--- config.mk ---
export PLATFORM = sky130hd
export DESIGN_NAME = seq_mul_param_flat
export DESIGN_NICKNAME = d
export VERILOG_FILES = /design/src/rtl/seq_mul_param_pkg.sv /design/src/rtl/seq_mul_param_if.sv /design/src/rtl/seq_mul_param_booth_step.sv /design/src/rtl/seq_mul_param.sv /design/src/flat_wrapper.sv
export SDC_FILE = /design/constraint.sdc
export NUM_CORES = 1
export LEC_CHECK = 0
export CORE_MARGIN = 4
export CORE_UTILIZATION = 35
export DETAILED_ROUTE_END_ITERATION = 16
export PLACE_DENSITY_LB_ADDON = 0.1
export SLEW_MARGIN = 20
export SYNTH_ARGS = -nofsm -noshare
export SYNTH_HDL_FRONTEND = slang
export SYNTH_HIERARCHICAL = 1
export SYNTH_SLANG_ARGS = --single-unit
--- constraint.sdc ---
create_clock -name clk -period 5.8 [get_ports clk]
set_input_delay 0.58 -clock clk [delete_from_list [all_inputs] [get_ports clk]]
set_output_delay 0.58 -clock clk [all_outputs]
set_load 0.01 [all_outputs]
--- src/rtl/seq_mul_param_pkg.sv ---
// Shared types for the parametrised sequential Booth multiplier.
package seq_mul_pkg;
    localparam int MAX_WIDTH = 32;

    typedef enum logic [1:0] {
        IDLE = 2'd0,
        BUSY = 2'd1,
        DONE = 2'd2
    } state_t;
endpackage

--- src/rtl/seq_mul_param_if.sv ---
// Operand/result handshake bundle for seq_mul_param.
interface seq_mul_param_if #(parameter int WIDTH = 16);
    logic [WIDTH-1:0]   q;
    logic [WIDTH-1:0]   m;
    logic               sgn;
    logic               src_valid;
    logic               src_ready;
    logic [2*WIDTH-1:0] p;
    logic               dest_valid;
    logic               dest_ready;

    modport slave (
        input  q, m, sgn, src_valid, dest_ready,
        output src_ready, p, dest_valid
    );

    modport master (
        output q, m, sgn, src_valid, dest_ready,
        input  src_ready, p, dest_valid
    );
endinterface

--- src/rtl/seq_mul_param_booth_step.sv ---
// One radix-2 Booth iteration on (WIDTH+1)-bit operands: add/sub then arithmetic shift.
module booth_step #(
    parameter int WIDTH = 16
) (
    input  logic [WIDTH:0] acc,
    input  logic [WIDTH:0] q,
    input  logic           q_m1,
    input  logic [WIDTH:0] m,
    output logic [WIDTH:0] acc_nxt,
    output logic [WIDTH:0] q_nxt,
    output logic           q_m1_nxt
);
    logic [WIDTH:0] sum;

    always_comb begin
        sum = acc;
        case ({q[0], q_m1})
            2'b10:   sum = acc - m;
            2'b01:   sum = acc + m;
            default: sum = acc;
        endcase
    end

    // Shift {sum, q, q_m1} right by one, replicating the sign of sum.
    assign acc_nxt  = {sum[WIDTH], sum[WIDTH:1]};
    assign q_nxt    = {sum[0], q[WIDTH:1]};
    assign q_m1_nxt = q[0];
endmodule

--- src/rtl/seq_mul_param.sv ---
// Sequential radix-2 Booth multiplier, WIDTH-bit operands, per-transaction signed/unsigned.
// Optional ZERO_SKIP_EN: a zero operand completes straight to DONE on the accept edge.
module seq_mul_param
    import seq_mul_pkg::*;
#(
    parameter int WIDTH = 16
) (
    input  logic            clk,
    input  logic            rst,
    seq_mul_param_if.slave  bus
);
    localparam int CW = $clog2(WIDTH + 2);

    state_t             state, state_nxt;
    logic [CW-1:0]      cnt;
    logic [WIDTH:0]     acc, qr, mr;
    logic               qm1;
    logic [WIDTH:0]     acc_s, q_s;
    logic               qm1_s;
    logic               last, skip;
    logic [2*WIDTH-1:0] p_r;

    // One extra bit lets unsigned operands run through the signed Booth recoding.
    function automatic logic [WIDTH:0] ext(input logic [WIDTH-1:0] v, input logic s);
        return {s & v[WIDTH-1], v};
    endfunction

    booth_step #(.WIDTH(WIDTH)) u_step (
        .acc      (acc),
        .q        (qr),
        .q_m1     (qm1),
        .m        (mr),
        .acc_nxt  (acc_s),
        .q_nxt    (q_s),
        .q_m1_nxt (qm1_s)
    );

    assign last = (cnt == CW'(1));

`ifdef ZERO_SKIP_EN
    assign skip = (bus.q == '0) || (bus.m == '0);
`else
    assign skip = 1'b0;
`endif

    always_ff @(posedge clk or negedge rst) begin
        if (!rst) state <= IDLE;
        else      state <= state_nxt;
    end

    always_comb begin
        state_nxt = state;
        case (state)
            IDLE:    if (bus.src_valid)  state_nxt = skip ? DONE : BUSY;
            BUSY:    if (last)           state_nxt = DONE;
            DONE:    if (bus.dest_ready) state_nxt = IDLE;
            default:                     state_nxt = IDLE;
        endcase
    end

    always_comb begin
        bus.src_ready  = 1'b0;
        bus.dest_valid = 1'b0;
        case (state)
            IDLE:    bus.src_ready  = 1'b1;
            DONE:    bus.dest_valid = 1'b1;
            default: ;
        endcase
    end

    always_ff @(posedge clk or negedge rst) begin
        if (!rst) begin
            acc <= '0;
            qr  <= '0;
            mr  <= '0;
            qm1 <= 1'b0;
            cnt <= '0;
            p_r <= '0;
        end else begin
            case (state)
                IDLE: if (bus.src_valid) begin
                    acc <= '0;
                    qm1 <= 1'b0;
                    qr  <= ext(bus.q, bus.sgn);
                    mr  <= ext(bus.m, bus.sgn);
                    cnt <= CW'(WIDTH + 1);
                    if (skip) p_r <= '0;
                end
                BUSY: begin
                    acc <= acc_s;
                    qr  <= q_s;
                    qm1 <= qm1_s;
                    cnt <= cnt - CW'(1);
                    // Low 2*WIDTH bits of the (2*WIDTH+2)-bit {acc,q} product.
                    if (last) p_r <= {acc_s[WIDTH-2:0], q_s};
                end
                default: ;
            endcase
        end
    end

    assign bus.p = p_r;
endmodule

--- src/flat_wrapper.sv ---
// flat-port wrapper written by rule: the top's interface ports become plain ports
module seq_mul_param_flat import seq_mul_pkg::*;
#(
    parameter int WIDTH = 16
)
  (clk, rst, bus_q, bus_m, bus_sgn, bus_src_valid, bus_dest_ready, bus_src_ready, bus_p, bus_dest_valid);
  seq_mul_param_if #(.WIDTH(WIDTH)) bus_i ();
  input  logic clk;
  input  logic rst;
  input wire logic [$bits(bus_i.q)-1:0] bus_q;
  input wire logic [$bits(bus_i.m)-1:0] bus_m;
  input wire logic [$bits(bus_i.sgn)-1:0] bus_sgn;
  input wire logic [$bits(bus_i.src_valid)-1:0] bus_src_valid;
  input wire logic [$bits(bus_i.dest_ready)-1:0] bus_dest_ready;
  output wire logic [$bits(bus_i.src_ready)-1:0] bus_src_ready;
  output wire logic [$bits(bus_i.p)-1:0] bus_p;
  output wire logic [$bits(bus_i.dest_valid)-1:0] bus_dest_valid;
  assign bus_i.q = bus_q;
  assign bus_i.m = bus_m;
  assign bus_i.sgn = bus_sgn;
  assign bus_i.src_valid = bus_src_valid;
  assign bus_i.dest_ready = bus_dest_ready;
  assign bus_src_ready = bus_i.src_ready;
  assign bus_p = bus_i.p;
  assign bus_dest_valid = bus_i.dest_valid;
  seq_mul_param #(.WIDTH(WIDTH)) u_core (.clk(clk), .rst(rst), .bus(bus_i));
endmodule
Word level (Yosys, flattened, before mapping)
Index checks and enable logic that the tools add are counted.

Register bits: 91. Output and inout port bits: 34.

Add/sub/neg operators: 3. Equality and inequality tests: 8. Mux-type cells: 15. Bitwise gates (word level): 2. Reductions and logical operators: 6.

Operators with widths (count): $pmux W17 S2 (3); $mux W17 (2); $add A17 B17 Y17 (1); $sub A17 B17 Y17 (1); $pmux W5 S2 (1); $mux W2 (3); $pmux W2 S3 (1); $reduce_and A2 Y1 (3); $eq A5 B1 Y1 const B (1); $mux W5 (1); $sub A5 B1 Y5 const B (1); $eq A2 B1 Y1 const B (2); $eq A2 B2 Y1 const B (2); $ne A2 B2 Y1 const B (2); $mux W1 (3); $reduce_and A3 Y1 (1); $and A1 B1 Y1 (2); $logic_not A2 Y1 (1); $ne A2 B1 Y1 const B (1); $pmux W1 S2 (1); $reduce_bool A2 Y1 (1).

Depth between registers and ports, before layout
Word-level depth: 3. Gate-level depth with buffers: 16. Depth with buffers taken out: 15.

Cells and area by module
The synthesis kept the hierarchy.

By module, submodules not included: seq_mul_param (times used 1, cells each 326, area an instance 3741.1 sq um, sequential area each 2277.2 sq um); booth_step (times used 1, cells each 230, area an instance 1559.0 sq um, sequential area each 0.0 sq um).

Least setup slack after synthesis
No wires, ideal clock.

Path type: reg2reg. From: register u_core.mr[3]. To: register u_core.acc[16]. Library setup time: 0.117 ns. Data arrival time: 3.023 ns. Path slack: 2.660 ns. Stages on the path, launching flop included: 17. Path buffers: 1. Clock period less this slack: 3.140 ns. Cell sequence: dfrtp_1 -> nor3_1 -> nand2b_1 -> nor4_1 -> a21o_1 -> o21ai_0 -> xor2_1 -> ha_1 -> a21o_1 -> a21o_1 -> a221o_1 -> nand3_1 -> o221a_1 -> nand4_1 -> buf_4 -> nand2_1 -> nand2_1.

Word-level cells in the longest chain between the ends: 3. Elaborated cells on any way between the ends: 4.

Ends and longest elaborated chain: start: declaration (RTL line seq_mul_param.sv:16) `logic [WIDTH:0] acc, qr, mr;`; start signal: assignment (RTL line seq_mul_param.sv:85) `mr <= ext(bus.m, bus.sgn);`; $add A17 B17 Y17 / $sub A17 B17 Y17 (equally long branches) (RTL line seq_mul_param_booth_step.sv:19, seq_mul_param_booth_step.sv:18); $pmux W17 S2 (*) (RTL line seq_mul_param_booth_step.sv:17) `case ({q[0], q_m1})`; net u_core.acc_s[15] (RTL line seq_mul_param.sv:18) `logic [WIDTH:0] acc_s, q_s;`; $pmux W17 S2 (*) (RTL line seq_mul_param.sv:80) `case (state)`; end signal: assignment (RTL line seq_mul_param.sv:90) `acc <= acc_s;`; end: declaration (RTL line seq_mul_param.sv:16).

Mark *: on every way through the listed nets, which the timed path passes. The rest lies on a longest branch. A chain may end at the register's enable or synchronous reset.

Final worst setup path
From: register u_core.qr[0]. To: register u_core.p_r[28], in the netlist u_core/bus.p[28].

Word-level cells in the longest chain between the ends: 2. Elaborated cells on any way between the ends: 3.

Ends and longest elaborated chain: start: declaration (RTL line seq_mul_param.sv:16); start signal: assignment (RTL line seq_mul_param.sv:84) `qr <= ext(bus.q, bus.sgn);`; start signal: assignment (RTL line seq_mul_param.sv:91) `qr <= q_s;`; $eq A2 B1 Y1 / $eq A2 B2 Y1 (equally long branches) (RTL line seq_mul_param_booth_step.sv:17); $pmux W17 S2 (*) (RTL line seq_mul_param_booth_step.sv:17); net u_core.acc_s[11] (RTL line seq_mul_param.sv:18); end signal: assignment (RTL line seq_mul_param.sv:95) `if (last) p_r <= {acc_s[WIDTH-2:0], q_s};`; end: declaration (RTL line seq_mul_param.sv:21) `logic [2*WIDTH-1:0] p_r;`.

Marks and branches as above.

==> impl_results.md <==
* Flop pwr share at 0.264
* Worst EP required at a little over 6 ns
* NetSw at approximately 2000 µW
* Synthesized netlist cell count at between 500 and 600
* Worst Path Arrival at about 3.8 ns
* Crit path cell chain: inv_1 -> ha_1 -> mux2_2 -> fa_1 -> a211o_1 -> a211oi_2 -> nor2_2 -> o2111ai_1 -> a21oi_1 -> a311oi_1 -> mux2_4
* Startpoint types: flip-flop
* Die ar. at between 15000 and 20000 µm²
* DR WL/cell at around 16 µm
* Distinct cells, synth at approximately 60
* Post-Syn Area per Cell at roughly 9.5 µm²
* DP Area at approximately 6000 µm²
* Final Max Tran Viols at 0
* Worst R2R Path Depth at 11
* Vias per cell at ~5
* Initial antenna violation count at 0
* Clock net sink count at between 90 and 100
* First-pass GRT wire length at around 20000 µm
* Worst min path class: in -> async
* Max Cap Violations at 0
* Total GRT Usage at 0.152
* Combinational group share of total power at 0.606
* Sw Ratio at 0.449
* Final Wtd Congestion at between 0.8 and 0.9
* Synthesized Nets at between 600 and 700
* Area contributors post-synth: dfrtp_1 (43%), nand2_1 (10%), mux2_4 (8.2%)
* Final Hold Viols at 0
* Initial Util at 0.361
* Via count at 3968
* Syn. warnings at 6
* Final #Nets at around 660
* Routed wire length at between 10000 and 15000 µm
* N_diodes at 0
* Worst Setup Path Type: reg -> reg
* Crit-path max cell delay at between 0.4 and 0.5 ns
* Layout cells sized above 1 at 0.114
* Fillcell total at around 1500
* Synth area leader: dfrtp_1
* Synth Flop Type: dfrtp_1
* PD cells at a little over 700 nW/µm²
* Slew HR at 0.374
* Setup crit end kind: flip-flop
* Chip Height at around 130 µm
* Rows at 44
* Peak supply drop at between 0.2 and 0.25 mV
* # setup viols final at 0
* Clock transition at the registers of the reported paths at around 0.070 ns
* Post-synth ARST share at 1.00
* Hold Buf Count CTS at 0
* Min cycle time layout at 3.47 ns
* Pre-antenna DRT Iters at 6
* Final period util at 0.598
* Clk buf depth at 2
* Unrepaired setup endpoints after global routing: false
* Leakage power at approximately 0.003 µW
* DP HPWL at roughly 8600 µm
* Post-route ant nets at 0
* Largest net degree at the start of global routing at 71
* Die X at between 100 and 150 µm
* H-Tree Depth at 3
* Setup TNS at 0 ns
* Clk Latency, worst-skew pair at approximately 0.35 ns
* Area Overhead vs Synth at 19.1%
* Part of the power in the clock network at 0.131
* Root Driver: clkbuf_16
* DRC viols at 0
* Internal Power at between 2000 and 3000 µW
* TritonCTS clock tree: built
* EDFF count, synth at 0
* Post-synthesis instance area at 5300 µm²
* Port bufs at 70
* Setup Buffers After CTS at 0
* Fmax at ~290 MHz
* DRT iter0 DRCs at approximately 200
* Worst Hold Slack at about 0.11 ns
* Crit-path max FO at 16
* Ports at around 70
* Vias in the first global route at between 3000 and 4000
* Cell area after layout at ~6300 µm²
* Skew final at around 0.011 ns
* Synth Register Bits at slightly above 90
* Gr ovfl total at 0
* Post-synthesis sequential area ratio at 0.430
* Yosys top cell area share at 0.430
* Gates resized, CTS repair at 0
* CP max-delay cell: ha_1
* Core Region at between 10000 and 15000 µm²
* Worst-Margin Slew at roughly 0.94 ns
* Status: completed
* Num CTS Buffers at 9
flip-flops by register name, indices dropped and copies added (netlist names):
signal,cells
u_core/acc,17
u_core/bus.p,32
u_core/cnt,5
u_core/mr,17
u_core/qm1,1
u_core/qr,17
u_core/state,2
synth_stat cells (5+ instances only):
| cell type | n |
|---|---|
| a21o_1 | 8 |
| a21oi_1 | 21 |
| a22oi_1 | 16 |
| buf_2 | 10 |
| buf_4 | 18 |
| clkbuf_1 | 9 |
| dfrtp_1 | 91 |
| ha_1 | 21 |
| inv_1 | 11 |
| mux2_2 | 6 |
| mux2_4 | 29 |
| nand2_1 | 144 |
| nand2b_1 | 5 |
| nand3_1 | 24 |
| nor2_1 | 23 |
| nor3_1 | 9 |
| nor4_1 | 5 |
| o21ai_0 | 24 |
| xor2_1 | 16 |
per-layer routing:
layer	wire length (µm)	share of wire	vias to the layer above	global-route usage
met2	5270	0.43	67	0.217
li1	-	-	2002	-
met5	0	0	-	0
met1	6530	0.53	1888	0.229
met4	213	0.017	0	0.0617
met3	333	0.027	11	0.0255
cell type report:
type	instances	area, µm²	share of cell area
multi-input combinational	412	2720	0.430
sequential	91	2280	0.361
timing repair buffer	77	751	0.119
clock buffer	12	246	0.0390
tap	184	230	0.0365
clock inverter	4	50.0	0.00793
inverter	11	41.3	0.00654
critical path: cells and delay by family (launching register included):
kind,cells,cell delay (ns)
buf+inv,1,0.06
simple gates,1,0.11
compound gates,5,1.26
mux,2,0.65
flops,1,0.39
fa+ha+maj,2,0.94
power groups by stage:
stage	clock [µW]	combinational [µW]	sequential (µW)
floorplan	0	2110	1180
global placement	0	2730	1210
finish	596	2770	1210
global route	639	3130	1250
detailed placement	0	2770	1210
CTS	616	2780	1210
metrics by stage:
step                      setup slack, ns   util  cells  power (µW)
after floorplan                      2.66      -    556        3290
after global placement               2.46  0.409    775        3940
after detailed placement             2.40  0.409    775        3980
after CTS                            2.35  0.429    791        4610
after global routing                 2.03  0.429    791        5020
final                                2.33  0.429    791        4570
path summary, 6_finish.rpt:
kind                              startpoint  slack [ns]                to
worst min register to register  u_core/qr[1]        0.50      u_core/qr[1]
worst max register to register  u_core/qr[0]        2.33  u_core/bus.p[28]
max in group asynchronous                rst        4.49  u_core/bus.p[31]
min in group clk                u_core/qr[1]        0.50      u_core/qr[1]
worst max-delay path            u_core/qr[0]        2.33  u_core/bus.p[28]
worst min-delay path                     rst        0.11     u_core/acc[6]
logic make-up after synthesis:
logic type	synth area share
AND/OR/NAND/NOR	0.194
XOR/XNOR	0.0361
buffers and inverters	0.0583
adder cells (fa/ha/maj)	0.0534
flip-flops	0.430
AO/OA/AOI/OAI	0.128
multiplexers	0.101
placed cells by master (no fill, tap or decap), types with 2 or more instances in the layout:
cell and n:
ha_1 21, mux2i_1 3, buf_4 8, xor2_1 16, dfrtp_1 91, mux2_4 29, nand4_1 2, nor2_1 23
clkinvlp_4 2, a311oi_1 2, a22oi_1 16, nand2_1 144, and3_1 2, nor3_1 9, a31oi_1 3, o211a_1 3
a21o_1 8, mux2_2 6, a211oi_1 2, xnor2_1 4, nor3b_1 4, o21ai_0 24, clkdlybuf4s50_1 69, clkbuf_1 2
nand2b_1 5, nand3_1 24, inv_1 11, a21oi_1 21, o22ai_1 2, clkbuf_16 9, nor4_1 5, a211o_1 2
o21a_1 3, o21bai_1 3
Power figures use the tool's default switching activity.
